## config.mk

```make
export PLATFORM = sky130hd
export DESIGN_NAME = ula_ex_stage
export DESIGN_NICKNAME = d
export VERILOG_FILES = /design/src/rtl/ula_pkg.sv /design/src/rtl/fwd_mux.sv /design/src/rtl/ula32.sv /design/src/rtl/ula_ex_stage.sv
export SDC_FILE = /design/constraint.sdc
export NUM_CORES = 1
export LEC_CHECK = 0
export ABC_AREA = 1
export BUFFER_PORTS_ARGS = -buffer_cell sky130_fd_sc_hd__buf_2
export CAP_MARGIN = 0
export CORE_ASPECT_RATIO = 1.75
export CORE_UTILIZATION = 62
export CTS_CLUSTER_DIAMETER = 120
export DETAILED_ROUTE_END_ITERATION = 8
export HOLD_SLACK_MARGIN = 0.15
export MAX_ROUTING_LAYER = met4
export PLACE_DENSITY_LB_ADDON = 0.12
export SETUP_SLACK_MARGIN = 0.05
export SYNTH_ARGS = -nofsm -noshare
export SYNTH_HDL_FRONTEND = slang
export SYNTH_HIERARCHICAL = 1
export SYNTH_SLANG_ARGS = --single-unit
```

## constraint.sdc

```tcl
create_clock -name clk -period 5.65 [get_ports clk]
set_input_delay 0.2825 -clock clk [delete_from_list [all_inputs] [get_ports clk]]
set_output_delay 0.2825 -clock clk [all_outputs]
set_load 0.05 [all_outputs]
```

## src/rtl/ula_pkg.sv

```systemverilog
// ula_pkg: shared ULA opcodes, widths and EX/MEM register layout for the execute stage.
package ula_pkg;
  localparam int DATA_W = 32;
  localparam int REG_AW = 5;
  typedef enum logic [3:0] {
    ULA_ADD  = 4'h0,
    ULA_SUB  = 4'h1,
    ULA_SUB2 = 4'h2,
    ULA_AND  = 4'h3,
    ULA_OR   = 4'h4,
    ULA_XOR  = 4'h5,
    ULA_SLL  = 4'h6,
    ULA_SRL  = 4'h7,
    ULA_SRA  = 4'h8
  } ula_op_t;
  typedef struct packed {
    logic [DATA_W-1:0] result;
    logic              zero;
    logic [REG_AW-1:0] rd;
    logic              we;
    logic              ovf;
  } ex_mem_t;
endpackage

```

## src/rtl/fwd_mux.sv

```systemverilog
// fwd_mux: operand bypass; EX/MEM result beats WB data, register 0 is never bypassed.
module fwd_mux #(
  parameter int W  = 32,
  parameter int AW = 5
) (
  input  logic          en,
  input  logic [AW-1:0] src,
  input  logic [W-1:0]  val,
  input  logic          ex_hit,
  input  logic [AW-1:0] ex_rd,
  input  logic [W-1:0]  ex_data,
  input  logic          wb_we,
  input  logic [AW-1:0] wb_rd,
  input  logic [W-1:0]  wb_data,
  output logic [W-1:0]  y
);
  logic live;
  assign live = en && (src != '0);
  assign y = (live && ex_hit && ex_rd == src) ? ex_data :
             (live && wb_we && wb_rd == src) ? wb_data : val;
endmodule

```

## src/rtl/ula32.sv

```systemverilog
// ula32: 32-bit MIPS ALU; codes 1001-1111 yield zero.
module ula32 #(
  parameter int W = 32
) (
  input  logic [3:0]   ULAControl,
  input  logic [W-1:0] scrA,
  input  logic [W-1:0] scrB,
  output logic [W-1:0] ULAResult,
  output logic         Zero
);
  always_comb begin
    ULAResult = '0;
    case (ULAControl)
      4'h0:       ULAResult = scrA + scrB;
      4'h1, 4'h2: ULAResult = scrA - scrB;
      4'h3:       ULAResult = scrA & scrB;
      4'h4:       ULAResult = scrA | scrB;
      4'h5:       ULAResult = scrA ^ scrB;
      4'h6:       ULAResult = scrA << scrB[4:0];
      4'h7:       ULAResult = scrA >> scrB[4:0];
      4'h8:       ULAResult = $signed(scrA) >>> scrB[4:0];
      default:    ULAResult = '0;
    endcase
  end
  assign Zero = (ULAResult == '0);
endmodule

```

## src/rtl/ula_ex_stage.sv

```systemverilog
// ula_ex_stage: MIPS execute stage with forwarding and a valid/ready EX/MEM register.
// Define ULA_OVF_EN to flag signed add/sub overflow and suppress the register write.
module ula_ex_stage #(
  parameter int DATA_W = ula_pkg::DATA_W,
  parameter int REG_AW = ula_pkg::REG_AW
) (
  input  logic              clk,
  input  logic              rst_n,
  input  logic              flush,
  input  logic              in_valid,
  output logic              in_ready,
  input  logic [3:0]        in_ctrl,
  input  logic [DATA_W-1:0] in_a,
  input  logic [DATA_W-1:0] in_b,
  input  logic [REG_AW-1:0] in_rs,
  input  logic [REG_AW-1:0] in_rt,
  input  logic              in_b_is_reg,
  input  logic [REG_AW-1:0] in_rd,
  input  logic              in_we,
  input  logic              wb_we,
  input  logic [REG_AW-1:0] wb_rd,
  input  logic [DATA_W-1:0] wb_data,
  output logic              out_valid,
  input  logic              out_ready,
  output logic [DATA_W-1:0] out_result,
  output logic              out_zero,
  output logic [REG_AW-1:0] out_rd,
  output logic              out_we,
  output logic              out_ovf
);
  import ula_pkg::*;
  ex_mem_t ex_q, ex_d;
  logic valid_q, valid_d, acc, zero, ovf;
  logic [DATA_W-1:0] a_fwd, b_fwd, res;
  assign in_ready = !valid_q || out_ready;
  assign acc = in_valid && in_ready;
  fwd_mux #(.W(DATA_W), .AW(REG_AW)) u_fwd_a (
    .en(1'b1), .src(in_rs), .val(in_a), .ex_hit(valid_q && ex_q.we), .ex_rd(ex_q.rd),
    .ex_data(ex_q.result), .wb_we(wb_we), .wb_rd(wb_rd), .wb_data(wb_data), .y(a_fwd)
  );
  fwd_mux #(.W(DATA_W), .AW(REG_AW)) u_fwd_b (
    .en(in_b_is_reg), .src(in_rt), .val(in_b), .ex_hit(valid_q && ex_q.we), .ex_rd(ex_q.rd),
    .ex_data(ex_q.result), .wb_we(wb_we), .wb_rd(wb_rd), .wb_data(wb_data), .y(b_fwd)
  );
  ula32 #(.W(DATA_W)) u_ula (
    .ULAControl(in_ctrl), .scrA(a_fwd), .scrB(b_fwd), .ULAResult(res), .Zero(zero)
  );
`ifdef ULA_OVF_EN
  assign ovf = (in_ctrl == ULA_ADD) ?
                 (a_fwd[DATA_W-1] == b_fwd[DATA_W-1] && res[DATA_W-1] != a_fwd[DATA_W-1]) :
               (in_ctrl == ULA_SUB || in_ctrl == ULA_SUB2) ?
                 (a_fwd[DATA_W-1] != b_fwd[DATA_W-1] && res[DATA_W-1] != a_fwd[DATA_W-1]) : 1'b0;
`else
  assign ovf = 1'b0;
`endif
  always_comb begin
    valid_d = flush ? 1'b0 : acc ? 1'b1 : out_ready ? 1'b0 : valid_q;
    ex_d = ex_q;
    if (acc && !flush) ex_d = '{result: res, zero: zero, rd: in_rd, we: in_we && !ovf, ovf: ovf};
    if (flush) ex_d.we = 1'b0;
  end
  always_ff @(posedge clk or negedge rst_n) begin
    if (!rst_n) begin
      valid_q <= 1'b0;
      ex_q    <= '0;
    end else begin
      valid_q <= valid_d;
      ex_q    <= ex_d;
    end
  end
  assign out_valid  = valid_q;
  assign out_result = ex_q.result;
  assign out_zero   = ex_q.zero;
  assign out_rd     = ex_q.rd;
  assign out_we     = ex_q.we;
  assign out_ovf    = ex_q.ovf;
endmodule

```

==> results of run 1 <==
## per-layer routing
metal / GRT overflow / GRT usage, %
met5: - / -
met4: 2 / 63.2
met3: 0 / 27.3
met2: 2 / 89.7
met1: 0 / 58.9
## kinds of logic after synthesis
| group | synth area share (%) |
|---|---|
| xor+xnor | 2.55 |
| flops | 7.48 |
| buf+inv | 16.8 |
| simple gates | 58.2 |
| compound gates | 5.72 |
| other cells | 0.0561 |
| fa+ha+maj | 9.22 |
## cell usage after synthesis (5+ instances only)
cell / instances
nand2_1: 912
nand3_1: 516
inv_1: 372
nor2_1: 166
ha_1: 97
a21oi_1: 60
nand4_1: 60
buf_2: 44
dfrtp_1: 40
xor2_1: 39
o21ai_0: 36
clkbuf_1: 27
buf_6: 25
nand3_2: 24
inv_2: 18
buf_4: 16
o211ai_1: 13
nand2_2: 11
nor2_2: 11
nand3b_1: 9
or2_2: 9
and2_1: 8
nor3_1: 7
o2111ai_1: 7
buf_1: 5
nor2_4: 5
o21ai_1: 5
## through the flow
stage / utilization, % / instance area (µm²) / hold slack [ps] / std cells / worst slack (ps)
floorplan: - / 13400 / -13.1 / 2576 / 756
detailed placement: 66.7 / 14000 / 463 / 2909 / 383
CTS: 67.7 / 14200 / 229 / 2919 / 385
global placement: 66.7 / 14000 / 458 / 2909 / 522
## repair_timing
action	in CTS
buffers inserted	0
setup endpoints to repair	0
endpoints found under the hold margin	7
hold buffers	2
==> metrics.md, run 1 <==
| Metric | Value |
|---|---|
| Global route overflow | `4` |
| Fraction of registers with async set/reset | `100%` |
| Synth Cell Area | `13400 µm²` |
| H-tree depth | `2` |
| GPL Wtd Cong | `1.15` |
| Synthesized Nets | `2802` |
| Top_reg_cell synth | `dfrtp_1` |
| Clock Sinks | `40` |
| Last stage | `global routing` |
| Post-synthesis cell type count | `47` |
| Status | `stopped before the end` |
| IO Count | `170` |
| Mean Syn Cell Area | `5.20 µm²` |
| Root Buffer | `clkbuf_16` |
| First-pass GRT wire length | `102000 µm` |
| Err | `[ERROR GRT-0116] Global routing finished with congestion. Check the congestion regions in the DRC Viewer.` |
| Yosys top cell area share | `25.6%` |
| Port bufs | `168` |
| Total track usage | `61.7%` |
| Largest net degree at the start of global routing | `70` |
| Ranking of synthesized cells by area | `nand2_1 26%, nand3_1 19%, inv_1 10%` |
| Detailed Place HPWL | `48500 µm` |
| Die W | `113 µm` |
| CTS max path bufs | `2` |
| Warnings, synthesis | `6` |
| CTS Buf Count | `5` |
| Die height | `196 µm` |
| Post-cts resize count | `0` |
| Initial Util | `63.7%` |
| FF+latch count, synth | `40` |
| Post-Syn Instances | `2576` |
| Seq/Total Area, Yosys | `7.48%` |
| Vias in the first global route | `18352` |
| EDFF count, synth | `0` |
| Yosys top cell by area | `nand2_1` |
| Row count | `70` |
==> run 2, diff against run 1 <==
--- a/config.mk
+++ b/config.mk
@@ -8,14 +8,9 @@
 export ABC_AREA = 1
 export BUFFER_PORTS_ARGS = -buffer_cell sky130_fd_sc_hd__buf_2
 export CAP_MARGIN = 0
-export CORE_ASPECT_RATIO = 1.75
-export CORE_UTILIZATION = 62
-export CTS_CLUSTER_DIAMETER = 120
+export CORE_UTILIZATION = 40
 export DETAILED_ROUTE_END_ITERATION = 8
-export HOLD_SLACK_MARGIN = 0.15
-export MAX_ROUTING_LAYER = met4
-export PLACE_DENSITY_LB_ADDON = 0.12
-export SETUP_SLACK_MARGIN = 0.05
+export PLACE_DENSITY_LB_ADDON = 0.15
 export SYNTH_ARGS = -nofsm -noshare
 export SYNTH_HDL_FRONTEND = slang
 export SYNTH_HIERARCHICAL = 1
==> run 2 against run 1 <==
Effect of this change:
- the flow now finishes without violations
- synthesized cell count unchanged
- area after synthesis unchanged
==> metrics.md, run 2 <==
| Metric | Value |
|---|---|
| Status | `completed` |
| Largest net degree at the start of global routing | `70` |
| Die footprint | `34200 µm²` |
| Worst skew pair latency | `300 ps` |
| Worst setup EP type | `register` |
| Global route overflow | `0` |
| CTS Buf Count | `5 (unchanged)` |
| Die W | `185 µm (+64%)` |
| Seq/Total Area, Yosys | `7.48% (unchanged)` |
| WS Path Type | `register to register` |
| First-pass GRT wire length | `101000 µm` |
| EDFF count, synth | `0 (unchanged)` |
| Fraction of registers with async set/reset | `100% (unchanged)` |
| Core ar. | `32700 µm²` |
| Skew final | `8.08 ps` |
| Initial DRC Count | `1976` |
| RSZ-0062 raised after global routing | `false` |
| Peak supply drop | `0.000138 V` |
| Final Setup Violations | `0` |
| Leak pwr | `8.88 nW` |
| CTS max path bufs | `2 (unchanged)` |
| Largest stage delay, worst path | `490 ps` |
| Pre-CTS WS | `-59.1 ps (-442 ps)` |
| Vias in the first global route | `16412` |
| Post-synthesis compound-gate area fraction | `5.72% (unchanged)` |
| RR Endpoint | `out_zero` |
| PD cells | `165 nW/µm²` |
| Post-DR wirelength/cell | `21.7 µm` |
| Main combinational cell family by area after synthesis | `simple AND/OR/NAND/NOR gates` |
| R2r startpoint | `out_valid` |
| Nets | `2904` |
| Clock Sinks | `40 (unchanged)` |
| Synth Area in Adders | `9.22% (unchanged)` |
| Commonest cells in the netlist | `912 x nand2_1, 516 x nand3_1, 372 x inv_1` |
| Root Buffer | `clkbuf_16` |
| Port bufs | `168 (unchanged)` |
| Die height | `185 µm (-5.8%)` |
| Top_reg_cell synth | `dfrtp_1` |
| CP max stage cell | `ha_1` |
| Max-slew violations | `0` |
| R2R depth | `34` |
| Post-DRT Antenna Nets | `0` |
| Synth Cell Area | `13400 µm² (unchanged)` |
| Placed cell count | `3109 (+6.9%)` |
| Most frequent cells in the layout | `908 x nand2_1, 516 x nand3_1, 372 x inv_1, 168 x buf_2, 161 x nor2_1` |
| Max reg flops | `32` |
| Initial antenna violation count | `3` |
| Final cell count without fillers | `3121` |
| Fmax | `186 MHz` |
| Mux share of post-synthesis cell area | `0% (unchanged)` |
| Pre-antenna DRT Iters | `6` |
| WP buf/inv | `3` |
| FF+latch count, synth | `40 (unchanged)` |
| Synth Area in XOR/XNOR | `2.55% (unchanged)` |
| CTS tree | `yes` |
| Post-CTS Hold Buffers | `0 (-2)` |
| Total track usage | `39.5%` |
| CP top delay family | `simple AND/OR/NAND/NOR gates` |
| Worst slew pin tran | `1110 ps` |
| Hold Vio Cnt, Final | `0` |
| Min Tclk post-route | `5390 ps` |
| Startpoint types | `register` |
| Hold WC Path Type | `primary input to asynchronous set/reset pin` |
| H-tree depth | `2 (unchanged)` |
| GPL Wtd Cong | `1.09 (-5.1%)` |
| Warnings, synthesis | `6 (unchanged)` |
| DRC | `0` |
| Share of cells above drive strength 1 | `12.1%` |
| Critical Path Stages | `34` |
| IO Count | `170 (unchanged)` |
| Synthesized Nets | `2802 (unchanged)` |
| Ranking of synthesized cells by area | `nand2_1 26%, nand3_1 19%, inv_1 10%` |
| Diode count | `0` |
| Critical Path RT | `5880 ps` |
| Vias | `17707` |
| Post-synthesis cell type count | `47 (unchanged)` |
| Final Power | `0.00241 W` |
| Layout area overhead | `9.19%` |
| Reg2reg setup slack | `260 ps` |
| Final WS setup | `260 ps` |
| Count leader, synth | `nand2_1` |
| Critical path peak fanout | `5` |
| Crit path DAT | `5620 ps` |
| Yosys top cell by area | `nand2_1` |
| Number of vias per cell | `5.67` |
| Relative slew slack | `25.5%` |
| TNS Setup | `0 ps` |
| Mean Syn Cell Area | `5.20 µm² (unchanged)` |
| Commonest non-fill, non-tap cell in the layout | `nand2_1` |
| Row count | `66 (-5.7%)` |
| Cell mode on critical path | `nand2_1` |
| Total of max-cap violations | `0` |
| Post-Syn Instances | `2576 (unchanged)` |
| Yosys top cell area share | `25.6% (unchanged)` |
| Initial Util | `40.9% (-23 points)` |
| Clock-pin slew on the worst setup and hold paths | `70 ps` |
| DRT Wirelength | `67800 µm` |
| Synth Area in Simple Gates | `58.2% (unchanged)` |
| Final Cycle Share | `95.4%` |
| Detailed Place HPWL | `55200 µm (+14%)` |
-- run 2: cell counts after synthesis --
Identical to the previous run, type by type.
-- run 2: cell type report --
class,instances,area [µm²]
Clock buffer,6,139
Clock inverter,2,38.8
Fill cell,3804,18100
Inverter,391,1470
Multi-Input combinational cell,2025,10200
Sequential cell,40,1000
Tap cell,442,553
Timing Repair Buffer,215,1210
-- run 2: how the worst max path moves through the flow --
stage | slack, ps | endpoint | startpoint
floorplan | 760 | out_zero | out_valid
global placement | -140 | out_zero | wb_rd[0]
detailed placement | -60 | out_zero | in_rt[0]
CTS | 7 | out_zero | out_valid
global route | 4 | out_zero | out_valid
finish | 260 | out_zero | out_valid
-- run 2: power by group --
group	switching, W	internal [W]	total [W]
combinational	0.00120	0.000440	0.00164
sequential	0.0000824	0.000335	0.000417
clock	0.000132	0.000222	0.000354
-- run 2: cell families (layout without fill, tap and decap cells) --
| kind of cell | Yosys count | in the layout |
|---|---|---|
| DFF | 40 | 40 |
| AOI/OAI and AO/OA | 134 | 134 |
| adders and majority gates | 98 | 98 |
| buffers and inverters | 511 | 614 |
| xor gates and xnor gates | 39 | 39 |
| other | 2 | 2 |
| and+or+nand+nor | 1752 | 1752 |
-- run 2: per-stage QoR --
stage / cell area (µm²) / utilization, % / hold WS (ps)
finish: 14600 / 44.7 / 128
detailed placement: 14300 / 43.8 / 468
floorplan: 13400 / - / -13.1
global placement: 14300 / 43.8 / 467
global route: 14600 / 44.7 / 155
CTS: 14500 / 44.4 / 145
-- run 2: repair_timing --
item	4_1_cts	5_1_grt
buffers inserted	0	4
resized for setup	1	15
endpoints found under the setup margin	1	2
pin swaps	0	7
cloned	0	0
-- run 2: layer usage --
| metal | part of all wire [%] | up-vias | routed length [µm] | GRT usage [%] |
|---|---|---|---|---|
| met2 | 44 | 904 | 30000 | 64.1 |
| li1 | - | 8388 | - | - |
| met4 | 4.7 | 6 | 3170 | 15.9 |
| met1 | 42 | 8245 | 28600 | 51.6 |
| met5 | 0.059 | - | 40 | 0 |
| met3 | 8.8 | 164 | 5960 | 6.61 |
-- run 2: worst register-to-register path, delay by kind of cell (launching register included) --
| kind | cells | cell delay, ps |
|---|---|---|
| AOI/OAI and AO/OA | 1 | 390 |
| buffers and inverters | 3 | 280 |
| and+or+nand+nor | 28 | 3680 |
| DFF | 1 | 380 |
| adders and majority gates | 1 | 490 |
| xor gates and xnor gates | 1 | 120 |
Note: power is estimated with default switching activity, not from simulation.
